[config.mk]
export PLATFORM = sky130hd
export DESIGN_NAME = enemy_formation_ctrl
export DESIGN_NICKNAME = d
export VERILOG_FILES = /design/src/rtl/enemy_formation_ctrl.sv
export SDC_FILE = /design/constraint.sdc
export NUM_CORES = 1
export LEC_CHECK = 0
export CELL_PAD_IN_SITES_DETAIL_PLACEMENT = 1
export CELL_PAD_IN_SITES_GLOBAL_PLACEMENT = 2
export CORE_MARGIN = 4
export CORE_UTILIZATION = 32
export DETAILED_ROUTE_END_ITERATION = 7
export GPL_TIMING_DRIVEN = 0
export PLACE_DENSITY_LB_ADDON = 0.12
export REMOVE_ABC_BUFFERS = 1
export SLEW_MARGIN = 20
export SYNTH_ARGS = -nofsm -noshare
export SYNTH_HDL_FRONTEND = slang
export SYNTH_SLANG_ARGS = --single-unit
[constraint.sdc]
create_clock -name frame_clk_i -period 7.45 [get_ports frame_clk_i]
set_input_delay 1.1175 -clock frame_clk_i [delete_from_list [all_inputs] [get_ports frame_clk_i]]
set_output_delay 1.1175 -clock frame_clk_i [all_outputs]
set_load 0.005 [all_outputs]
[src/rtl/enemy_formation_ctrl.sv]
// Enemy formation sequencer: per-frame velocity pair for the enemy block,
// running idle -> entry descent -> left/right sway with pauses at each extreme.
module enemy_formation_ctrl #(
  parameter int EnterFrames = 60,
  parameter int EnterStep   = 2,
  parameter int SwayStep    = 1,
  parameter int SwayLimit   = 32,
  parameter int PauseFrames = 30
) (
  input  logic       frame_clk_i,
  input  logic       reset_ni,
  input  logic       start_i,
  input  logic       clear_i,
  input  logic       freeze_i,
  output logic [9:0] xvel_o,
  output logic [9:0] yvel_o,
  output logic [9:0] xoff_o,
  output logic [9:0] yoff_o,
  output logic [2:0] state_o,
  output logic       in_formation_o,
  output logic [7:0] wave_o
);

  typedef enum logic [2:0] {
    IDLE    = 3'd0,
    ENTER   = 3'd1,
    SWAY_R  = 3'd2,
    PAUSE_R = 3'd3,
    SWAY_L  = 3'd4,
    PAUSE_L = 3'd5
  } state_t;

  localparam logic signed [9:0] ENTER_V    = 10'(EnterStep);
  localparam logic signed [9:0] SWAY_V     = 10'(SwayStep);
  localparam logic signed [9:0] LIMIT      = 10'(SwayLimit);
  localparam logic [7:0]        ENTER_LAST = 8'(EnterFrames - 1);
  localparam logic [7:0]        PAUSE_LAST = 8'(PauseFrames - 1);

  state_t            state, state_n;
  logic [7:0]        cnt, cnt_n;
  logic signed [9:0] xvel, xvel_n, yvel, yvel_n;
  logic signed [9:0] xoff, xoff_n, yoff, yoff_n, xnext;
  logic [7:0]        wave, wave_n;
  logic              held, held_n;
  logic              in_form, in_form_n;

  function automatic logic signed [9:0] state_xvel(input state_t s);
    case (s)
      SWAY_R:  state_xvel = SWAY_V;
      SWAY_L:  state_xvel = -SWAY_V;
      default: state_xvel = '0;
    endcase
  endfunction

  function automatic logic signed [9:0] state_yvel(input state_t s);
    state_yvel = (s == ENTER) ? ENTER_V : '0;
  endfunction

  function automatic logic [7:0] sat_inc(input logic [7:0] v);
    sat_inc = (v == 8'hFF) ? v : v + 8'd1;
  endfunction

  // held marks the first unfrozen edge: it only restores velocity, so the
  // zero-velocity frames never advance cnt or the sequence.
  always_comb begin
    state_n = state;
    cnt_n   = cnt;
    xvel_n  = xvel;
    yvel_n  = yvel;
    xoff_n  = xoff;
    yoff_n  = yoff;
    wave_n  = wave;
    held_n  = held;
    xnext   = xoff + xvel;
    if (clear_i) begin
      if (state != IDLE) begin
        state_n = IDLE;
        cnt_n   = '0;
        xvel_n  = '0;
        yvel_n  = '0;
        held_n  = 1'b0;
        wave_n  = sat_inc(wave);
      end
    end else if (freeze_i) begin
      xvel_n = '0;
      yvel_n = '0;
      held_n = (state != IDLE);
    end else if (held) begin
      held_n = 1'b0;
      xvel_n = state_xvel(state);
      yvel_n = state_yvel(state);
    end else if (state == IDLE) begin
      if (start_i) begin
        state_n = ENTER;
        cnt_n   = '0;
        xoff_n  = '0;
        yoff_n  = '0;
        xvel_n  = state_xvel(ENTER);
        yvel_n  = state_yvel(ENTER);
      end
    end else begin
      xoff_n = xnext;
      yoff_n = yoff + yvel;
      case (state)
        ENTER: begin
          if (cnt == ENTER_LAST) begin
            state_n = SWAY_R;
            cnt_n   = '0;
          end else begin
            cnt_n = cnt + 8'd1;
          end
        end
        SWAY_R: begin
          if (xnext == LIMIT) begin
            state_n = PAUSE_R;
            cnt_n   = '0;
          end
        end
        SWAY_L: begin
          if (xnext == -LIMIT) begin
            state_n = PAUSE_L;
            cnt_n   = '0;
          end
        end
        PAUSE_R, PAUSE_L: begin
          if (cnt == PAUSE_LAST) begin
            state_n = (state == PAUSE_R) ? SWAY_L : SWAY_R;
            cnt_n   = '0;
          end else begin
            cnt_n = cnt + 8'd1;
          end
        end
        default: state_n = IDLE;
      endcase
      xvel_n = state_xvel(state_n);
      yvel_n = state_yvel(state_n);
    end
    in_form_n = (state_n != IDLE) && (state_n != ENTER);
  end

  always_ff @(posedge frame_clk_i) begin
    if (!reset_ni) begin
      state   <= IDLE;
      cnt     <= '0;
      xvel    <= '0;
      yvel    <= '0;
      xoff    <= '0;
      yoff    <= '0;
      wave    <= '0;
      held    <= 1'b0;
      in_form <= 1'b0;
    end else begin
      state   <= state_n;
      cnt     <= cnt_n;
      xvel    <= xvel_n;
      yvel    <= yvel_n;
      xoff    <= xoff_n;
      yoff    <= yoff_n;
      wave    <= wave_n;
      held    <= held_n;
      in_form <= in_form_n;
    end
  end

  assign xvel_o         = xvel;
  assign yvel_o         = yvel;
  assign xoff_o         = xoff;
  assign yoff_o         = yoff;
  assign state_o        = state;
  assign in_formation_o = in_form;
  assign wave_o         = wave;

endmodule

# After elaboration in Yosys (flattened, before gate mapping)
# Index checks and enable logic that the tools add are counted.
[word_totals]
in_bits = 5
output_inout_bits = 52
reg_bits = 61
[op_classes]
add_sub_neg = 4
muxes = 47
reduce_logical = 10
bitwise = 4
eq_ne = 22
[op_table]
columns = ["operator", "n"]
rows = [
  ["$mux W10", 13],
  ["$mux W8", 10],
  ["$mux W3", 15],
  ["$pmux W10 S2", 2],
  ["$pmux W8 S4", 1],
  ["$add A10 B10 Y10", 2],
  ["$add A8 B1 Y8 const B", 2],
  ["$pmux W3 S4", 1],
  ["$eq A10 B6 Y1 const B", 1],
  ["$eq A10 B7 Y1 const B", 1],
  ["$eq A3 B2 Y1 const B", 3],
  ["$eq A3 B3 Y1 const B", 3],
  ["$eq A8 B5 Y1 const B", 1],
  ["$eq A8 B6 Y1 const B", 1],
  ["$eq A8 B8 Y1 const B", 1],
  ["$ne A4 B4 Y1 const B", 2],
  ["$reduce_and A7 Y1", 1],
  ["$eq A3 B1 Y1 const B", 2],
  ["$ne A2 B2 Y1 const B", 3],
  ["$reduce_bool A3 Y1", 2],
  ["$reduce_bool A6 Y1", 1],
  ["$ne A5 B5 Y1 const B", 1],
  ["$mux W2", 2],
  ["$not A1 Y1", 4],
  ["other kinds (10)", 12],
]

# Depth between registers and ports, before layout
[logic_depth]
ltp_word = 14
mapped_depth = 11

# Worst setup path after synthesis
# No wires, ideal clock.
[synth_timing]
path_type = "reg2reg"
start = "register xvel[8], in the netlist xvel_o[8]"
end = "register cnt[1]"
setup_slack_ns = 4.291
arrival_ns = 3.087
path_buffers = 1
period_less_slack_ns = 3.159
required_time_ns = 7.378
setup_time_ns = 0.072
path_stages_with_launch = 11
cell_sequence = "dfxtp_1 -> ha_1 -> buf_2 -> and3_1 -> a211oi_2 -> o2111a_1 -> nor3_2 -> xor2_1 -> o41a_1 -> a211oi_4 -> mux2i_1"
[synth_between]
elab_chain_cells = 4
elab_cells_between_ends = 6
[synth_rtl]
columns = ["element", "line", "source"]
rows = [
  ["from (decl)", "41", "logic signed [9:0] xvel, xvel_n, yvel, yvel_n;"],
  ["from (signal assigned)", "155", "xvel <= xvel_n;"],
  ["$add A10 B10 Y10 (*)", "74", "xnext = xoff + xvel;"],
  ["$eq A10 B6 Y1 or $eq A10 B7 Y1 (tied branches)", "120, 114", ""],
  ["$ne A4 B4 Y1 (no line)", "-", ""],
  ["$reduce_and A7 Y1 (no line) (*)", "-", ""],
  ["to (signal assigned)", "154", "cnt <= cnt_n;"],
  ["to (decl)", "40", "logic [7:0] cnt, cnt_n;"],
]
# Mark *: on every way between the ends. The rest lies on a longest branch, timed or not.
# A chain may end at the register's enable or synchronous reset.

# Final worst setup path
# Ends and elaborated chain as after synthesis.

==> flow_summary_export.csv <==
group,metric,value,unit
placed_design,gp_congestion,0.821,
cells_and_area,drive_gt1_share,5.19,%
power,vdd_ir_drop_max,94.9,µV
clocking,clkSinkCount,43,
outcome,outcome,"finished, final reports clean",
route,wl_per_cell,15.2,µm
global_route,grt-ovfl-total,0,
timing,rsz0062_at_grt,"false",
floorplan,die_area,10400,µm²
global_route,grt_pass1_wl,12600,µm
yosys,synth_top_area_cell,"dfxtp_1",
placed_design,place_area,3290,µm²
route,drc,0,
cells_and_area,fillers,1040,
route,drtAntennaViolNets,0,
floorplan,die_width,102,µm
yosys,synth_warnings,0,
flow_run,max_cap_violations,0,
yosys,synth_largest_type_area_fraction,30.4,%
route,drt_iter0_markers,67,
floorplan,die_h,102,µm
floorplan,start_util,32.7,%
global_route,grt_pass1_vias,2653,
placed_design,place_ws,3.75,ns
power,p_leak,1.22,nW
timing,maxSlewViolCount,0,
clocking,post_cts_buffers,0,
timing,fin_crit,3.64,ns
worst_setup_path,critical_path.startpoint_type,"flop",
floorplan,coreArea,8680,µm²
clocking,htree_levels,2,
global_route,antenna_found_initial,0,
route,drt_pass1_iterations,4,
cells_and_area,seqCellArea,861,µm²
placed_design,hpwlAfterDp,5550,µm
clocking,holdBufCountCts,0,
yosys,synthCells,352,
timing,relSlewSlack,47.1,%
yosys,avgSynthCellArea,8.05,µm²
worst_setup_path,crit_type,"flop to flop",
timing,tns,0,ns
worst_setup_path,required,7.68,ns
timing,setup_violations,0,
yosys,yosysMostFrequentCell,"dfxtp_1",
yosys,ys_top_cells_by_count,"43 x dfxtp_1, 36 x nand2_1, 24 x o21ai_0, 20 x nor2_1, 18 x buf_4",
worst_setup_path,cp_data_arrival_time,3.87,ns
worst_setup_path,reg2reg_depth,10,
yosys,syn-cell-area,2840,µm²
yosys,synth_edf_count,0,
route,drt_wl_total,7480,µm
yosys,async_reset_ff_share,0,%
clocking,cts_buffer_depth,2,
floorplan,rows,34,
cells_and_area,antennaDiodeCount,0,
timing,fmax,274,MHz
timing,post-route-period-util,48.9,%
clocking,root_buffer,"clkbuf_8",
global_route,track_usage,14.9,%
cells_and_area,multi_input_area,1790,µm²
clocking,cts_resized,0,
power,power_density,133,nW/µm²
cells_and_area,area_growth,20.1,%
clocking,clk_latency,0.30,ns
clocking,path_clk_slew,0.08,ns
cells_and_area,stdcell_area,3400,µm²
yosys,synth_top_cells_by_area,"dfxtp_1 30%, ha_1 6.2%, buf_4 4.8%",
worst_hold_path,min_path_type,"flop to flop",
yosys,ys_seq_area_share,30.4,%
placed_design,io_buffers,46,
timing,post-route-worst-setup-slack,3.81,ns
timing,hold_viol_final,0,
worst_setup_path,critPathMaxFanout,21,
worst_setup_path,cp-end-kind,"flop",
yosys,ys_types,55,
route,vias,2639,
timing,fin_worst_skew,0.00512,ns
clocking,cts_buffers,5,
timing,worst_pin_slew,0.790,ns
route,via_per_inst,5.35,
power,totalPowerFinal,0.452,mW
yosys,ys_seq_elements,43,
floorplan,ios,57,
global_route,grt_max_degree,38,
clocking,tritoncts,"done",
cells_and_area,nets,404,
yosys,dominantRegCellSynth,"dfxtp_1",
worst_hold_path,hold_path_depth,1,
cells in the final DEF (no fill, tap or decap), types with 2 or more instances in the layout:
cell type	n
o21ai_1	2
a21boi_0	4
a21oi_1	14
dfxtp_1	43
nand3_1	14
and2_1	8
a31oi_1	7
o21a_1	2
a32oi_1	2
nor3_1	5
a211oi_1	4
ha_1	14
clkbuf_8	6
nand4_1	9
a311oi_1	3
and3_1	7
conb_1	10
inv_1	11
nand2b_1	4
nor2_1	20
o2111ai_1	2
nor2b_1	14
nand3b_1	4
or2_2	4
a22oi_1	8
a21o_1	3
clkdlybuf4s50_1	45
or3_1	6
nor3_2	2
nand2_1	36
o22ai_1	4
o21ai_0	23
mux2i_1	2
xnor2_1	9
nor4_1	2
xor2_1	10
kinds of logic after synthesis:
| group | Yosys count | share of synthesized area (%) |
|---|---|---|
| AO/OA/AOI/OAI | 90 | 22.1 |
| multiplexers | 2 | 0.706 |
| AND/OR/NAND/NOR | 140 | 25.9 |
| flip-flops | 43 | 30.4 |
| buffers and inverters | 42 | 7.99 |
| other | 1 | 0.132 |
| XOR/XNOR | 19 | 5.87 |
| adder cells (fa/ha/maj) | 15 | 6.88 |
power by group:
part,switching [mW],internal (mW),total [mW]
registers,0.00161,0.230,0.232
logic,0.0164,0.00857,0.0250
clock network,0.0865,0.109,0.195
flip-flops by register name, summed over array words and instances (netlist names):
register        flops
xoff_o             10
yvel_o              1
xvel_o              2
held                1
in_formation_o      1
cnt                 8
wave_o              8
state_o             3
yoff_o              9
per-layer routing:
| metal | wire length [µm] | vias to the layer above | track usage (%) |
|---|---|---|---|
| li1 | - | 1303 | - |
| met1 | 3610 | 1293 | 20.0 |
| met2 | 3580 | 39 | 25.0 |
| met3 | 230 | 4 | 2.46 |
| met4 | 57 | 0 | 3.43 |
| met5 | 0 | - | 0 |
layout make-up:
type | instances | share of cell area [%]
Clock buffer | 6 | 2.43
Timing Repair Buffer | 47 | 13.6
Clock inverter | 2 | 1.03
Sequential cell | 43 | 25.3
Multi-Input combinational cell | 276 | 52.5
Inverter | 11 | 1.21
Tap cell | 108 | 3.97
worst max-delay path, stage by stage (launching register included):
cell       delay (ns)
dfxtp_1          0.80
inv_1            0.21
fa_1             0.49
nor2b_1          0.19
o21a_1           0.15
o21ai_0          0.15
a2111oi_4        0.43
nand3_1          0.13
o41a_1           0.36
a211oi_4         0.43
mux2i_1          0.23
path summary, 6_finish.rpt:
check            start  endpoint  slack [ns]
max          xvel_o[8]    cnt[1]        3.81
min             cnt[7]    cnt[7]        0.50
max reg2reg  xvel_o[8]    cnt[1]        3.81
min reg2reg     cnt[7]    cnt[7]        0.50
through the flow:
step           hold slack (ns)  std cells  utilization, %
2_1_floorplan            0.449        330               -
3_3_place_gp             0.478        484            37.8
3_5_place_dp             0.490        485            37.9
4_1_cts                  0.507        493            39.2
5_1_grt                  0.531        493            39.2
6_report                 0.498        493            39.2
Note: power is estimated with default switching activity, not from simulation.
==> patch 1, RTL diff (same flow settings) <==
The output `in_formation_o` loses its register stage (`in_form` becomes a continuous assignment).
--- a/src/rtl/enemy_formation_ctrl.sv
+++ b/src/rtl/enemy_formation_ctrl.sv
@@ -150,3 +150,2 @@
       held    <= 1'b0;
-      in_form <= 1'b0;
     end else begin
@@ -160,5 +159,6 @@
       held    <= held_n;
-      in_form <= in_form_n;
     end
   end
+
+  assign in_form = in_form_n;
 
Behaviour: same outputs for any inputs over 10 cycles, from zero or initial values and one cycle with reset_ni low; that may be too few to reach the edited logic, so the function may still have changed.
==> patch 1 against the original RTL <==
Power down 2.4%. Worst setup slack got worse by 460 ps. Sequential share of layout area is 0.74 points higher. Die area decreased by 5.6%. Clock skew is 0.90 ps higher. Clock power down 4%. Area after synthesis down 6.0%. Hold slack got worse by 7.2 ps. Sequential cell count decreased by 1. Core utilization is 0.29 points higher. Cell area is 5.1% lower. Routed wire length is 6.4% lower. Critical path type unchanged.
==> patch 1: results (changes against the original RTL) <==
Place
  • HPWL after detailed placement: 5160 um (was 5550 um)
  • Place WS: 3290 ps (was 3750 ps)
  • Placed cells: 452 (was 485)
  • Post-DP Area: 0.00312 mm^2 (was 0.00329 mm^2)

Logic synthesis
  • Mux contribution to synthesized area: 0.0122 (was 0.00706)
  • Count of cell types in the netlist: 56 (was 55)
  • Cell count after synthesis: 321 (was 352)
  • Synth Area in Adders: 0.0733 (was 0.0688)
  • Area contributors post-synth: dfxtp_1 (32%), ha_1 (6.6%), buf_4 (5.1%) (was dfxtp_1 (30%), ha_1 (6.2%), buf_4 (4.8%))
  • Synth Area in Compound Gates: 0.190 (was 0.221)
  • XOR/XNOR Fraction of Synth Area: 0.0723 (was 0.0587)
  • Top cells by instance count after synthesis: dfxtp_1 (42), nor2_1 (30), nand2_1 (21) (was dfxtp_1 (43), nand2_1 (36), o21ai_0 (24))

Finish
  • Layout cells sized above 1: 0.0507 (was 0.0519)
  • Nets: 374 (was 404)

GRT
  • GR Util met3: 0.0316 (was 0.0246)
  • Gr usage total: 0.147 (was 0.149)
  • Largest net degree at the start of global routing: 29 (was 38)
  • Routing usage on met2: 0.245 (was 0.250)

Route
  • DR iter-0 viols: 54 (was 67)
  • Met3 Routed Length: 219 um (was 230 um)
  • Drt first pass iters: 3 (was 4)
  • Wire length on met1: 3420 um (was 3610 um)

Setup path
  • Slowest CP cell: dfxtp_1 (unchanged)
  • Crit Path Max Fanout: 20 (was 21)
  • Critical Path AT: 4330 ps (was 3870 ps)
  • R2R Path End: cnt[7]$_SDFFE_PN0P_ (was cnt[1]$_SDFFE_PN0P_)
  • R2R Setup Slk: 3350 ps (was 3810 ps)
  • Critical Path Sink: cnt[7]$_SDFFE_PN0P_ (was cnt[1]$_SDFFE_PN0P_)
  • Cell family with the largest share of critical-path delay: simple AND/OR/NAND/NOR gates (was compound AO/OA/AOI/OAI gates)

Clock network
  • Clk buf depth: 2 (unchanged)

Timing
  • Slew HR: 0.377 (was 0.471)
  • Hold slack: 491 ps (was 498 ps)
  • Clk_skew: 6.02 ps (was 5.12 ps)
  • Period minus WS final: 4100 ps (was 3640 ps)

Power
  • Maximum VDD drop: 0.0939 mV (was 0.0949 mV)
  • Leakage: 0.00118 uW (was 0.00122 uW)
  • Pint: 335 uW (was 348 uW)

Status
  • Status: finished, final reports clean (unchanged)
[patch 1: cell types whose count changed after synthesis, sizes merged, moves of 3 or more]
cell / delta
o21ai: -12
a311oi: -3
nand2: -15
a31oi: -5
inv: -3
nand4: -4
nor2b: +3
a211oi: -3
nor2: +10
[patch 1: cells by family after synthesis]
logic type,Yosys count
adders and majority gates,15
DFF,42
and+or+nand+nor,130
muxes,3
xor gates and xnor gates,22
buffers and inverters,37
AOI/OAI and AO/OA,71
other,1
[patch 1: area by class of cell]
cell class | instances | area, um^2
fill | 986 | 4940
multi-input combinational | 251 | 1660
sequential | 42 | 841
timing repair buffer | 46 | 460
tap | 105 | 131
clock buffer | 6 | 72.6
clock inverter | 2 | 37.5
inverter | 8 | 30.0
[patch 1: power groups by stage]
stage,Clock [uW],Combinational (uW),Sequential (uW)
6_report,187,26.2,228
3_5_place_dp,0,26.6,233
2_1_floorplan,0,14.4,233
3_3_place_gp,0,25.9,233
5_1_grt,203,29.7,228
4_1_cts,194,27.0,228
==> patch 2, RTL diff (same settings) <==
Made on the original files. Set the parameter `SwayLimit` to 16 (it was 32).
--- a/src/rtl/enemy_formation_ctrl.sv
+++ b/src/rtl/enemy_formation_ctrl.sv
@@ -6,3 +6,3 @@
   parameter int SwayStep    = 1,
-  parameter int SwayLimit   = 32,
+  parameter int SwayLimit   = 16,
   parameter int PauseFrames = 30
Check against the original RTL: same outputs for any inputs over 4 cycles, from zero or initial values and one cycle with reset_ni low; that may be too few to reach the edited logic, so the function may still have changed.
==> patch 2 against the original RTL <==
Routed wire length down 1.5%. Critical path type unchanged. Global-route usage down 0.17 points. Largest cell class unchanged. First-iteration DRC count down 37%. Sequential cell count unchanged. Cell area down 0.74%. Final cell count down 2.0%. Worst setup slack worse by 420 ps. Power up 6.7%. Combinational power up 2%. Area after synthesis down 0.97%.
==> patch 2: results (changes against the original RTL) <==
Status
  • Status: finished, final reports clean (unchanged)

Finish
  • Fillers: 1,018 (was 1,040)
  • Nets: 397 (was 404)
  • ANT cells: 0 (unchanged)
  • Non-Filler Instances: 483 (was 493)
  • Layout cells sized above 1: 0.0556 (was 0.0519)

Setup path
  • Critical Path AT: 4290 ps (was 3870 ps)
  • FF-to-FF Start: xvel_o[8]$_SDFFE_PN0P_ (unchanged)
  • R2R Path End: cnt[6]$_SDFFE_PN0P_ (was cnt[1]$_SDFFE_PN0P_)
  • R2r worst-path depth: 10 (unchanged)
  • Slowest CP cell: dfxtp_1 (unchanged)
  • Cell family with the largest share of critical-path delay: simple AND/OR/NAND/NOR gates (was compound AO/OA/AOI/OAI gates)
  • Crit Path Max Fanout: 20 (was 21)
  • CP max stage delay: 830 ps (was 800 ps)

Route
  • Final ANT Viol Nets: 0 (unchanged)
  • DR iter-0 viols: 42 (was 67)
  • Via-per-instance ratio: 5.30 (was 5.35)
  • Routed len/inst: 15.3 um (was 15.2 um)
  • Drt first pass iters: 4 (unchanged)

GRT
  • First-pass GRT wire length: 12,300 um (was 12,600 um)
  • Largest net degree at the start of global routing: 28 (was 38)
  • Gr usage total: 0.147 (was 0.149)
  • Vias in the first global route: 2,513 (was 2,653)
  • Initial antenna violation count: 0 (unchanged)

Timing
  • Slew HR: 0.356 (was 0.471)
  • Fin crit share: 0.545 (was 0.489)
  • Clk_skew: 10.6 ps (was 5.12 ps)

Clock network
  • Clk slew on worst S/H paths: 100 ps (was 80 ps)
  • Post-cts resize count: 0 (unchanged)
  • Setup Buffers After CTS: 0 (unchanged)

Power
  • Switching share of power: 0.224 (was 0.231)
  • Maximum VDD drop: 0.105 mV (was 0.0949 mV)
  • Leakage: 0.00125 uW (was 0.00122 uW)

Logic synthesis
  • Ys async rst share: 0 (unchanged)
  • Count of cell types in the netlist: 60 (was 55)
  • Per-instance average area after synthesis: 8.11 um^2 (was 8.05 um^2)
  • Yosys Warn Count: 0 (unchanged)
  • Sequential share of the synthesized area: 0.307 (was 0.304)
  • Area contributors post-synth: dfxtp_1 (31%), ha_1 (6.2%), buf_4 (5.1%) (was dfxtp_1 (30%), ha_1 (6.2%), buf_4 (4.8%))
  • Main synth FF type: dfxtp_1 (unchanged)
  • Top cells by instance count after synthesis: dfxtp_1 (43), nor2_1 (24), a21oi_1 (22) (was dfxtp_1 (43), nand2_1 (36), o21ai_0 (24))

Place
  • Place WS: 3380 ps (was 3750 ps)
  • HPWL after detailed placement: 5430 um (was 5550 um)
  • GP Congestion: 0.757 (was 0.821)
  • Placed cells: 475 (was 485)
  • PortBufs: 46 (unchanged)

Min path
  • Worst Hold Depth: 2 (was 1)
  • Worst min path class: reg -> reg (unchanged)
  • HP Start: cnt[7]$_SDFFE_PN0P_ (unchanged)
-- patch 2: cells by family after synthesis --
| logic type | Yosys count | share of synthesized area |
|---|---|---|
| AO/OA/AOI/OAI | 90 | 0.214 |
| XOR/XNOR | 17 | 0.0530 |
| adder cells (fa/ha/maj) | 15 | 0.0695 |
| buffers and inverters | 43 | 0.0882 |
| flip-flops | 43 | 0.307 |
| multiplexers | 3 | 0.0116 |
| other | 1 | 0.00134 |
| AND/OR/NAND/NOR | 134 | 0.256 |
-- patch 2: routing by layer --
layer	wire length, um	vias to the layer above	part of all wire	global-route usage
met5	0	-	0	0
li1	-	1291	-	-
met1	3660	1223	0.50	0.198
met2	3380	42	0.46	0.239
met4	74	0	0.010	0.0358
met3	263	6	0.036	0.0331
-- patch 2: how the worst max path moves through the flow --
| stage | from | to | cells after the start |
|---|---|---|---|
| after floorplan | xvel_o[8]$_SDFFE_PN0P_ | cnt[6]$_SDFFE_PN0P_ | 10 |
| after global placement | freeze_i | cnt[0]$_SDFFE_PN0P_ | 7 |
| after detailed placement | freeze_i | cnt[6]$_SDFFE_PN0P_ | 7 |
| after CTS | xvel_o[8]$_SDFFE_PN0P_ | cnt[6]$_SDFFE_PN0P_ | 10 |
| after global routing | xvel_o[8]$_SDFFE_PN0P_ | cnt[6]$_SDFFE_PN0P_ | 10 |
| final | xvel_o[8]$_SDFFE_PN0P_ | cnt[6]$_SDFFE_PN0P_ | 10 |
-- patch 2: worst reg2reg max path: stages (launching register included) --
cell and delay, ps:
dfxtp_1 830, inv_1 150, fa_1 480, nand2b_1 190
a211oi_2 290, or3_1 200, nand4b_1 180, or4_1 590
a41o_1 400, or4_4 540, a21oi_2 140
-- patch 2: metrics by stage --
stage | hold WS (ps) | power (uW) | cell area, um^2 | util
floorplan | 458 | 252 | 2640 | -
global placement | 469 | 264 | 3230 | 0.385
detailed placement | 492 | 265 | 3250 | 0.387
CTS | 508 | 491 | 3380 | 0.403
global route | 536 | 505 | 3380 | 0.403
finish | 497 | 482 | 3380 | 0.403
-- patch 2: power groups by stage --
stage | sequential, uW | combinational (uW) | clock (uW)
finish | 234 | 25.6 | 223
global route | 234 | 29.2 | 242
CTS | 234 | 26.1 | 231
detailed placement | 239 | 26.0 | 0
global placement | 239 | 25.2 | 0
floorplan | 239 | 14.0 | 0
-- patch 2: cell type report --
cell class / instances / area share
clock buffers: 6 / 0.0215
flip-flops and latches: 43 / 0.255
repair buffers: 47 / 0.138
inverters: 11 / 0.0122
well taps: 105 / 0.0389
multi-input cells: 269 / 0.516
clock inverters: 2 / 0.0178
